### config.mk
export PLATFORM = sky130hd
export DESIGN_NAME = score_ram_responder_flat
export DESIGN_NICKNAME = d
export VERILOG_FILES = /design/src/rtl/score_ram_pkg.sv /design/src/rtl/score_ram_responder_if.sv /design/src/rtl/score_ram_clear_seq.sv /design/src/rtl/score_ram_responder.sv /design/src/flat_wrapper.sv
export SDC_FILE = /design/constraint.sdc
export NUM_CORES = 1
export LEC_CHECK = 0
export CAP_MARGIN = 30
export CORE_MARGIN = 1.5
export CORE_UTILIZATION = 35
export DETAILED_ROUTE_END_ITERATION = 16
export GPL_TIMING_DRIVEN = 1
export MAX_ROUTING_LAYER = met4
export PLACE_DENSITY = 0.62
export SETUP_SLACK_MARGIN = 0.15
export SLEW_MARGIN = 20
export SYNTH_ARGS = -nofsm -noshare
export SYNTH_HDL_FRONTEND = slang
export SYNTH_HIERARCHICAL = 1
export SYNTH_SLANG_ARGS = --single-unit
### constraint.sdc
create_clock -name clk -period 4.12 [get_ports clk]
set_input_delay 0.824 -clock clk [delete_from_list [all_inputs] [get_ports clk]]
set_output_delay 0.824 -clock clk [all_outputs]
set_load 0.01 [all_outputs]
### src/rtl/score_ram_pkg.sv
// Shared types and constants for the score/level RAM responder.
// Holds the responder FSM state type, default widths, the user slot
// addresses with their user ids, and the game_state codes that go with them.
package score_ram_pkg;

   localparam int DATA_W_DEF = 8;
   localparam int ADDR_W_DEF = 8;
   localparam int DEPTH_DEF  = 16;

   // Responder FSM: wipe every location after reset, then serve requests.
   typedef enum logic {
      CLEAR = 1'b0,
      SERVE = 1'b1
   } state_t;

   // One level byte per user slot.
   localparam logic [7:0] USER_C = 8'd0;
   localparam logic [7:0] USER_3 = 8'd1;
   localparam logic [7:0] USER_D = 8'd2;
   localparam logic [7:0] USER_4 = 8'd3;

   // User ids as seen on the keypad side.
   localparam logic [3:0] USER_C_ID = 4'b1100;
   localparam logic [3:0] USER_3_ID = 4'b0011;
   localparam logic [3:0] USER_D_ID = 4'b1101;
   localparam logic [3:0] USER_4_ID = 4'b0100;

   // game_state codes that drive level traffic to this store.
   localparam logic [7:0] GS_LEVEL_UP   = 8'h20;
   localparam logic [7:0] GS_SHOW_LEVEL = 8'h30;

   // Map a user id to its slot address; unknown ids fall back to slot 0.
   function automatic logic [7:0] user_slot(input logic [3:0] id);
      logic [7:0] slot;
      case (id)
         USER_3_ID: slot = USER_3;
         USER_D_ID: slot = USER_D;
         USER_4_ID: slot = USER_4;
         default:   slot = USER_C;
      endcase
      return slot;
   endfunction

endpackage

### src/rtl/score_ram_responder_if.sv
// Request/response bundle between the RAM controller (master) and the
// score RAM responder (slave). Names follow the responder's point of view.
interface score_ram_responder_if #(
   parameter int ADDR_W = 8,
   parameter int DATA_W = 8
);
   logic [ADDR_W-1:0] address_in;
   logic              r_w;
   logic [DATA_W-1:0] data_in;
   logic [DATA_W-1:0] data_out;
   logic              busy;
   logic              rd_valid;
   logic              wr_ack;
   logic              oor_err;

   modport master (
      output address_in, r_w, data_in,
      input  data_out, busy, rd_valid, wr_ack, oor_err
   );

   modport slave (
      input  address_in, r_w, data_in,
      output data_out, busy, rd_valid, wr_ack, oor_err
   );
endinterface

### src/rtl/score_ram_clear_seq.sv
// Post-reset clear sequencer: walks clr_ptr over every location, asking for
// one CLEAR_VAL write per cycle, then parks in SERVE until the next reset.
// clr_ptr stops at DEPTH-1 and therefore never wraps.
module score_ram_clear_seq
   import score_ram_pkg::*;
#(
   parameter int DEPTH = DEPTH_DEF,
   localparam int PTR_W = $clog2(DEPTH)
) (
   input  logic             clk,
   input  logic             reset,
   output logic             clr_we,
   output logic [PTR_W-1:0] clr_addr,
   output logic             busy,
   output logic             done
);

   localparam logic [PTR_W-1:0] LAST_PTR = PTR_W'(DEPTH - 1);

   state_t           state_reg,   state_next;
   logic [PTR_W-1:0] clr_ptr_reg, clr_ptr_next;

   // State and pointer registers; any reset restarts the wipe at location 0.
   always_ff @(posedge clk or posedge reset) begin
      if (reset) begin
         state_reg   <= CLEAR;
         clr_ptr_reg <= '0;
      end else begin
         state_reg   <= state_next;
         clr_ptr_reg <= clr_ptr_next;
      end
   end

   // Next state: one write per cycle in CLEAR, leave after the last location.
   always_comb begin
      state_next   = state_reg;
      clr_ptr_next = clr_ptr_reg;
      clr_we       = 1'b0;
      case (state_reg)
         CLEAR: begin
            clr_we = 1'b1;
            if (clr_ptr_reg == LAST_PTR) begin
               state_next = SERVE;
            end else begin
               clr_ptr_next = clr_ptr_reg + 1'b1;
            end
         end
         SERVE: begin
            state_next = SERVE;
         end
         default: begin
            state_next = CLEAR;
         end
      endcase
   end

   assign clr_addr = clr_ptr_reg;
   assign busy     = (state_reg == CLEAR);
   assign done     = (state_reg == SERVE);

endmodule

### src/rtl/score_ram_responder.sv
// RAM-side responder for the score/level store. Every clk edge in SERVE is a
// request: read (r_w=0) or write (r_w=1) at address_in. After each reset the
// store is wiped to CLEAR_VAL, one location per cycle, with busy high.
// Optional build macro: HIGH_SCORE_ONLY_EN -- a write commits only when the
// new value is strictly greater (unsigned) than the stored one.
module score_ram_responder
   import score_ram_pkg::*;
#(
   parameter int                DEPTH     = DEPTH_DEF,
   parameter int                DATA_W    = DATA_W_DEF,
   parameter int                ADDR_W    = ADDR_W_DEF,
   parameter logic [DATA_W-1:0] CLEAR_VAL = '0
) (
   input  logic                  clk,
   input  logic                  reset,
   score_ram_responder_if.slave  bus
);

   localparam int PTR_W = $clog2(DEPTH);
   // DEPTH widened by one bit so address compares run at full address width.
   localparam logic [ADDR_W:0] DEPTH_X = (ADDR_W + 1)'(DEPTH);

   logic [DATA_W-1:0] mem [DEPTH];

   logic             clr_we;
   logic [PTR_W-1:0] clr_addr;
   logic             seq_busy;
   logic             serve;

   logic             in_range;
   logic [PTR_W-1:0] idx;
   logic [DATA_W-1:0] mem_rd;
   logic             wr_commit;

   logic             we;
   logic [PTR_W-1:0] waddr;
   logic [DATA_W-1:0] wdata;

   logic [DATA_W-1:0] data_out_reg;
   logic             rd_valid_reg;
   logic             wr_ack_reg;
   logic             oor_err_reg;

   score_ram_clear_seq #(
      .DEPTH (DEPTH)
   ) u_clear_seq (
      .clk      (clk),
      .reset    (reset),
      .clr_we   (clr_we),
      .clr_addr (clr_addr),
      .busy     (seq_busy),
      .done     (serve)
   );

   assign in_range = ({1'b0, bus.address_in} < DEPTH_X);
   assign idx      = bus.address_in[PTR_W-1:0];
   assign mem_rd   = mem[idx];

`ifdef HIGH_SCORE_ONLY_EN
   // Only a strictly higher score replaces the stored one.
   assign wr_commit = serve && bus.r_w && in_range && (bus.data_in > mem_rd);
`else
   assign wr_commit = serve && bus.r_w && in_range;
`endif

   // Single write port: clear sequencer has priority, otherwise the request.
   always_comb begin
      we    = 1'b0;
      waddr = idx;
      wdata = bus.data_in;
      if (clr_we) begin
         we    = 1'b1;
         waddr = clr_addr;
         wdata = CLEAR_VAL;
      end else if (wr_commit) begin
         we = 1'b1;
      end
   end

   // Storage array; contents are rebuilt by the clear sequence, not by reset.
   always_ff @(posedge clk) begin
      if (we) begin
         mem[waddr] <= wdata;
      end
   end

   // Registered response: read data, valid and the one-cycle status pulses.
   always_ff @(posedge clk or posedge reset) begin
      if (reset) begin
         data_out_reg <= '0;
         rd_valid_reg <= 1'b0;
         wr_ack_reg   <= 1'b0;
         oor_err_reg  <= 1'b0;
      end else if (!serve) begin
         data_out_reg <= '0;
         rd_valid_reg <= 1'b0;
         wr_ack_reg   <= 1'b0;
         oor_err_reg  <= 1'b0;
      end else begin
         rd_valid_reg <= !bus.r_w;
         wr_ack_reg   <= wr_commit;
         oor_err_reg  <= !in_range;
         if (!bus.r_w) begin
            data_out_reg <= in_range ? mem_rd : '0;
         end
      end
   end

   assign bus.data_out = data_out_reg;
   assign bus.rd_valid = rd_valid_reg;
   assign bus.wr_ack   = wr_ack_reg;
   assign bus.oor_err  = oor_err_reg;
   assign bus.busy     = seq_busy;

endmodule

### src/flat_wrapper.sv
// flat-port wrapper written by rule: the top's interface ports become plain ports
module score_ram_responder_flat import score_ram_pkg::*;
#(
   parameter int                DEPTH     = DEPTH_DEF,
   parameter int                DATA_W    = DATA_W_DEF,
   parameter int                ADDR_W    = ADDR_W_DEF,
   parameter logic [DATA_W-1:0] CLEAR_VAL = '0
)
  (clk, reset, bus_address_in, bus_r_w, bus_data_in, bus_data_out, bus_busy, bus_rd_valid, bus_wr_ack, bus_oor_err);
  score_ram_responder_if #(.ADDR_W(ADDR_W), .DATA_W(DATA_W)) bus_i ();
  input  logic clk;
  input  logic reset;
  input wire logic [$bits(bus_i.address_in)-1:0] bus_address_in;
  input wire logic [$bits(bus_i.r_w)-1:0] bus_r_w;
  input wire logic [$bits(bus_i.data_in)-1:0] bus_data_in;
  output wire logic [$bits(bus_i.data_out)-1:0] bus_data_out;
  output wire logic [$bits(bus_i.busy)-1:0] bus_busy;
  output wire logic [$bits(bus_i.rd_valid)-1:0] bus_rd_valid;
  output wire logic [$bits(bus_i.wr_ack)-1:0] bus_wr_ack;
  output wire logic [$bits(bus_i.oor_err)-1:0] bus_oor_err;
  assign bus_i.address_in = bus_address_in;
  assign bus_i.r_w = bus_r_w;
  assign bus_i.data_in = bus_data_in;
  assign bus_data_out = bus_i.data_out;
  assign bus_busy = bus_i.busy;
  assign bus_rd_valid = bus_i.rd_valid;
  assign bus_wr_ack = bus_i.wr_ack;
  assign bus_oor_err = bus_i.oor_err;
  score_ram_responder #(.DEPTH(DEPTH), .DATA_W(DATA_W), .ADDR_W(ADDR_W), .CLEAR_VAL(CLEAR_VAL)) u_core (.clk(clk), .reset(reset), .bus(bus_i));
endmodule
## Word level (Yosys, flattened, before mapping)

Memory sizes are Yosys's and may differ from the RTL's.
Index checks and enable logic that the tools add are counted.

| word-level totals | value |
|---|---|
| memories | 1 |
| output and inout port bits | 12 |
| bits in writable memories | 128 |
| logic and storage cells | 32 |
| bits in registers | 16 |

Memory list:

| memory | depth | width | read ports | clocked after memory_dff | wr ports | line | text |
|---|---|---|---|---|---|---|---|
| u_core.mem | 16 | 8 | 1 | 0 | 1 | score_ram_responder.sv:23 | `logic [DATA_W-1:0] mem [DEPTH];` |

| operators by class | value |
|---|---|
| $lt $le $gt $ge | 1 |
| mux-type cells | 14 |
| reduce and logical (&&, ||, !) cells | 5 |
| bitwise operators | 2 |
| add/sub/neg operators | 1 |
| eq/ne operators | 2 |

Operators with widths:

| kind | number |
|---|---|
| $mux 8 | 4 |
| $lt 8x5->1 const B | 1 |
| $mux 1 | 8 |
| $add 4x1->4 const B | 1 |
| $eq 4x4->1 const B | 1 |
| $mux 4 | 1 |
| $logic_and 1x1->1 | 2 |
| $logic_not 1->1 | 2 |
| $ne 2x2->1 const B | 1 |
| $not 1->1 | 2 |
| $pmux 1 s2 | 1 |
| $reduce_and 2->1 | 1 |

## Depth between registers and ports, before layout

| depth | value |
|---|---|
| word-level depth | 6 |
| depth in mapped cells | 7 |
| depth with buffers taken out | 5 |

## Cells and area by module

The synthesis kept the hierarchy.

Modules (own cells, without submodules):

| module | area an instance (sq um) | times used | cells each | seq. area each (sq um) |
|---|---|---|---|---|
| score_ram_responder | 5616.6 | 1 | 293 | 4119.0 |
| score_ram_clear_seq | 242.7 | 1 | 19 | 125.1 |

## Worst setup path before layout

Ideal clock, no wire load.

| timing path | value |
|---|---|
| path kind | input port to flip-flop |
| start point | input port bus_address_in[7] |
| end point | memory u_core.mem[1][0], enable pin |
| data arrival time | 2.256 ns |
| stages | 5 |
| path slack | 1.494 ns |
| required time | 3.750 ns |
| buffers on the path | 1 |
| library setup time | 0.370 ns |
| path through | or4_1 -> buf_2 -> nor3_1 -> a22oi_1 -> nor2_1 |

| on the way | value |
|---|---|
| longest elaborated chain between the ends | 6 |

RTL lines:

| what | line | text |
|---|---|---|
| start, declared | flat_wrapper.sv:13 | `input wire logic [$bits(bus_i.address_in)-1:0] bus_address_in;` |
| $lt 8x5->1 | score_ram_responder.sv:55 | `assign in_range = ({1'b0, bus.address_in} < DEPTH_X);` |
| $logic_and 1x1->1 | score_ram_responder.sv:63 | `assign wr_commit = serve && bus.r_w && in_range;` |
| $mux 1 | score_ram_responder.sv:75 | `end else if (wr_commit) begin` |
| $mux 1 | score_ram_responder.sv:71 | `if (clr_we) begin` |
| $mux 1 | score_ram_responder.sv:82 | `if (we) begin` |
| $mux 1 (implied by the code) | score_ram_responder.sv:83 | `mem[waddr] <= wdata;` |
| end, declared | score_ram_responder.sv:23 |  |

No other way between the ends.

## Final worst setup path

| timing path | value |
|---|---|
| start point | input port bus_address_in[7] |
| end point | memory u_core.mem[13][0], enable pin |

Same word-level chain as after synthesis.

==> metrics.txt <==
# TYPE chip_impl_metric gauge
chip_impl_metric{name="yosys_register_bits",unit=""} 144
chip_impl_metric{name="total_power",unit="mW"} 3.206
chip_impl_metric{name="global_route.overflow_total",unit=""} 0
chip_impl_metric{name="number_of_nets_with_antenna_violations_after_routing",unit=""} 0
chip_impl_metric{name="timing_worst_slew_pin_value",unit="ps"} 928.2
chip_impl_info{name="hold_start",value="u_core/bus.data_out[5]"} 1
chip_impl_metric{name="synth-edff-count",unit=""} 128
chip_impl_metric{name="dieHeight",unit="µm"} 132.4
chip_impl_info{name="tritoncts",value="built"} 1
chip_impl_metric{name="clkTransAtPathRegs",unit="ps"} 60
chip_impl_metric{name="die_w",unit="µm"} 132.4
chip_impl_info{name="cp-start-kind",value="input port"} 1
chip_impl_metric{name="h-tree-depth",unit=""} 4
chip_impl_metric{name="syn_nets",unit=""} 332
chip_impl_metric{name="core_box_area",unit="mm²"} 0.01647
chip_impl_metric{name="antenna-diode-count",unit=""} 0
chip_impl_metric{name="setup_violations",unit=""} 0
chip_impl_metric{name="detailedRoute.firstPassIterationCount",unit=""} 4
chip_impl_metric{name="mappedNetlistArea",unit="mm²"} 0.005859
chip_impl_metric{name="largest_reg_flops",unit=""} 128
chip_impl_metric{name="power.share.sequential",unit=""} 0.497
chip_impl_metric{name="wirelength",unit="mm"} 12.26
chip_impl_metric{name="final_hold_viol_count",unit=""} 0
chip_impl_metric{name="cp_num_buf_inv",unit=""} 1
chip_impl_metric{name="layout_worst_path_cycle_share",unit=""} 0.7270
chip_impl_metric{name="timing.setup.tns",unit="ps"} 0
chip_impl_metric{name="synth_cell_types",unit=""} 37
chip_impl_metric{name="synth_top_cell_area_share",unit=""} 0.6560
chip_impl_metric{name="area_growth",unit="%"} 19.88
chip_impl_metric{name="clock_latency",unit="ps"} 410
chip_impl_metric{name="vias_per_cell",unit=""} 5.120
chip_impl_info{name="netlist_top_cells_area",value="edfxtp_1 (66%), mux4_1 (10%), dfrtp_1 (6.8%), mux4_2 (3.5%), nand2_1 (2.2%)"} 1
chip_impl_info{name="cts_root_buf",value="clkbuf_16"} 1
chip_impl_info{name="critical-path-slowest-cell",value="or4_1"} 1
chip_impl_metric{name="cellPowerDensity",unit="mW/mm²"} 456.4
chip_impl_metric{name="p_int",unit="mW"} 2.547
chip_impl_metric{name="post_synth_inst_count",unit=""} 312
chip_impl_metric{name="final_period_minus_worst_setup_slack",unit="ps"} 2995
chip_impl_metric{name="fin_nets",unit=""} 379
chip_impl_metric{name="post-route-util",unit=""} 0.4266
chip_impl_metric{name="grt_antenna_before_repair",unit=""} 0
chip_impl_metric{name="io_buffers",unit=""} 30
chip_impl_metric{name="static_leak",unit="nW"} 2.392
chip_impl_info{name="path_delay_family",value="simple AND/OR/NAND/NOR gates"} 1
chip_impl_metric{name="power_frac_comb",unit=""} 0.045
chip_impl_metric{name="detail_route.drc_violations",unit=""} 0
chip_impl_metric{name="ys_seq_area_frac",unit=""} 0.7243
chip_impl_metric{name="post-place-ws",unit="ps"} 716.2
chip_impl_metric{name="dr_total_vias",unit=""} 3031
chip_impl_metric{name="timing.critical_path.required",unit="ps"} 4160
chip_impl_metric{name="initial_utilization",unit=""} 0.3559
chip_impl_metric{name="asyncSetResetFlopFracSynth",unit=""} 0.1111
chip_impl_metric{name="max_fanout_on_critical_path",unit=""} 8
chip_impl_metric{name="cp_data_arrival_time",unit="ps"} 3040
chip_impl_metric{name="clock.fmax",unit="MHz"} 333.9
chip_impl_metric{name="routed_wire_length_per_instance",unit="µm"} 20.71
chip_impl_metric{name="rows",unit=""} 47
chip_impl_metric{name="timing.clock.skew",unit="ps"} 8.495
chip_impl_metric{name="gpl.final_weighted_congestion",unit=""} 0.7849
chip_impl_metric{name="finalWorstSetupSlack",unit="ps"} 1125
chip_impl_info{name="crit_path_cell_trace",value="clkdlybuf4s50_1, or4_1, nor3_1, a32oi_1, nor2_1"} 1
chip_impl_info{name="min-delay-path-class",value="flip-flop to flip-flop"} 1
chip_impl_metric{name="drt_iter0_markers",unit=""} 321
chip_impl_metric{name="cts.hold.buffers_added",unit=""} 0
chip_impl_metric{name="wire_length_of_the_first_global_routing_pass",unit="mm"} 19.04
chip_impl_metric{name="final_max_slew_viol_count",unit=""} 0
chip_impl_info{name="rsz_0062_raised_after_global_routing",value="false"} 1
chip_impl_info{name="synth_flop_cell",value="edfxtp_1"} 1
chip_impl_info{name="startpoint",value="bus_address_in[7]"} 1
chip_impl_metric{name="hpwl",unit="mm"} 8.110
chip_impl_info{name="critical_path.reg2reg.startpoint",value="u_core/u_clear_seq/done"} 1
chip_impl_metric{name="postSynthAreaPerCell",unit="µm²"} 18.78
chip_impl_info{name="run_status",value="finished clean"} 1
chip_impl_metric{name="cts_setup_buffers",unit=""} 0
chip_impl_metric{name="power.ir.vdd_worst",unit="V"} 0.0002714
chip_impl_metric{name="first_global_vias",unit=""} 3136
chip_impl_metric{name="pwr-share-clk",unit=""} 0.458
chip_impl_metric{name="timing.max_cap.violations",unit=""} 0
chip_impl_metric{name="area_of_the_die",unit="mm²"} 0.01753
chip_impl_metric{name="postCtsResizedCells",unit=""} 0
chip_impl_metric{name="final_layout_size_suffix_gt1_frac",unit=""} 0.1720
chip_impl_metric{name="grt_max_degree",unit=""} 35
chip_impl_metric{name="timing.critical_path.slowest_cell_delay",unit="ps"} 680
chip_impl_metric{name="swShare",unit=""} 0.2057
chip_impl_metric{name="worst_slew_margin_rel",unit=""} 0.3784
chip_impl_metric{name="yosys_warnings",unit=""} 6
chip_impl_info{name="worst_setup_path_end_kind",value="flip-flop"} 1
chip_impl_metric{name="grt_util_all_layers",unit=""} 0.1547
chip_impl_metric{name="clock-sinks",unit=""} 144
chip_impl_metric{name="number_of_i_o_pins",unit=""} 31
chip_impl_info{name="netlist.top_cell.by_area",value="edfxtp_1"} 1
chip_impl_metric{name="netSwitchingPower",unit="µW"} 659.6
chip_impl_metric{name="clockBufferDepth",unit=""} 2
chip_impl_info{name="timing_worst_setup_path_type",value="input port to flip-flop"} 1
chip_impl_metric{name="tritoncts.num_buffers",unit=""} 17
cells in the mapped netlist, types with 2 or more instances:
| master | count |
|---|---|
| mux2_2 | 6 |
| nor2_1 | 22 |
| a21boi_1 | 2 |
| and2_1 | 2 |
| nor2b_1 | 11 |
| mux2_1 | 2 |
| nand2_1 | 35 |
| a22oi_1 | 4 |
| dfrtp_1 | 16 |
| a21boi_0 | 3 |
| inv_1 | 6 |
| nand2b_1 | 2 |
| buf_6 | 3 |
| edfxtp_1 | 128 |
| clkbuf_1 | 6 |
| nor3_1 | 3 |
| buf_2 | 2 |
| a21oi_1 | 3 |
| buf_4 | 3 |
| a31oi_1 | 2 |
| a221o_1 | 5 |
| mux4_2 | 9 |
| mux4_1 | 23 |
cell type report:
type / count / area (µm²)
clock inverter: 14 / 140.1
clock buffer: 18 / 429.2
timing repair buffer: 43 / 405.4
inverter: 7 / 26.28
tap: 220 / 275.3
multi-input combinational: 146 / 1504
fill: 1432 / 9442
sequential: 144 / 4244
through the flow:
stage               instances  cell area [µm²]  hold WS, ps
finish                    592             7024        517.9
global route              592             7024        535.1
CTS                       592             7024        518.8
detailed placement        560             6455        505.5
global placement          559             6435        503.8
floorplan                 312             5859        543.1
worst register-to-register path, cell delays in order, from the launching register on:
cell	delay (ps)
dfrtp_1	470
inv_1	590
a31oi_1	400
nor2_1	630
layout by cell type, fill, tap and decap left out, drive strengths merged, types with 5 or more instances in the layout:
cell	count
a221o	5
clkbuf	18
edfxtp	128
nor2	22
a21boi	5
mux4	32
inv	9
clkinv	8
dfrtp	16
mux2	9
nor2b	11
clkdlybuf4s50	29
nand2	35
buf	14
final timing paths:
kind	depth (start not counted)	to	slack [ps]
setup / recovery	5	u_core/mem[13][0]	1120
hold / removal	1	u_core/bus.data_out[5]	520
setup reg to reg	3	u_core/mem[11][0]	1660
hold reg to reg	1	u_core/bus.data_out[5]	520
max in group asynchronous	2	u_core/bus.data_out[6]	3100
min in group asynchronous	2	u_core/u_clear_seq/clr_addr[2]	650
routing by layer:
layer / global-route usage / part of all wire
met5: - / 0
met2: 0.2443 / 0.48
met4: 0.05983 / 0.024
met1: 0.1960 / 0.44
met3: 0.03460 / 0.054
power by group through the flow:
stage,logic [mW],registers [mW],clock network (mW)
floorplan,0.0815,1.63,0
global placement,0.143,1.62,0
detailed placement,0.144,1.62,0
CTS,0.145,1.59,1.48
global route,0.155,1.59,1.54
finish,0.143,1.59,1.47
cell families (layout without fill, tap and decap cells):
kind of cell,count (synthesis),after routing,synth area share
AO/OA/AOI/OAI,22,22,0.03011
XOR/XNOR,1,1,0.001495
adder cells (fa/ha/maj),1,1,0.002135
buffers and inverters,22,82,0.02028
flip-flops,144,144,0.7243
multiplexers,41,41,0.1557
AND/OR/NAND/NOR,81,81,0.06598
Power figures use the tool's default switching activity.
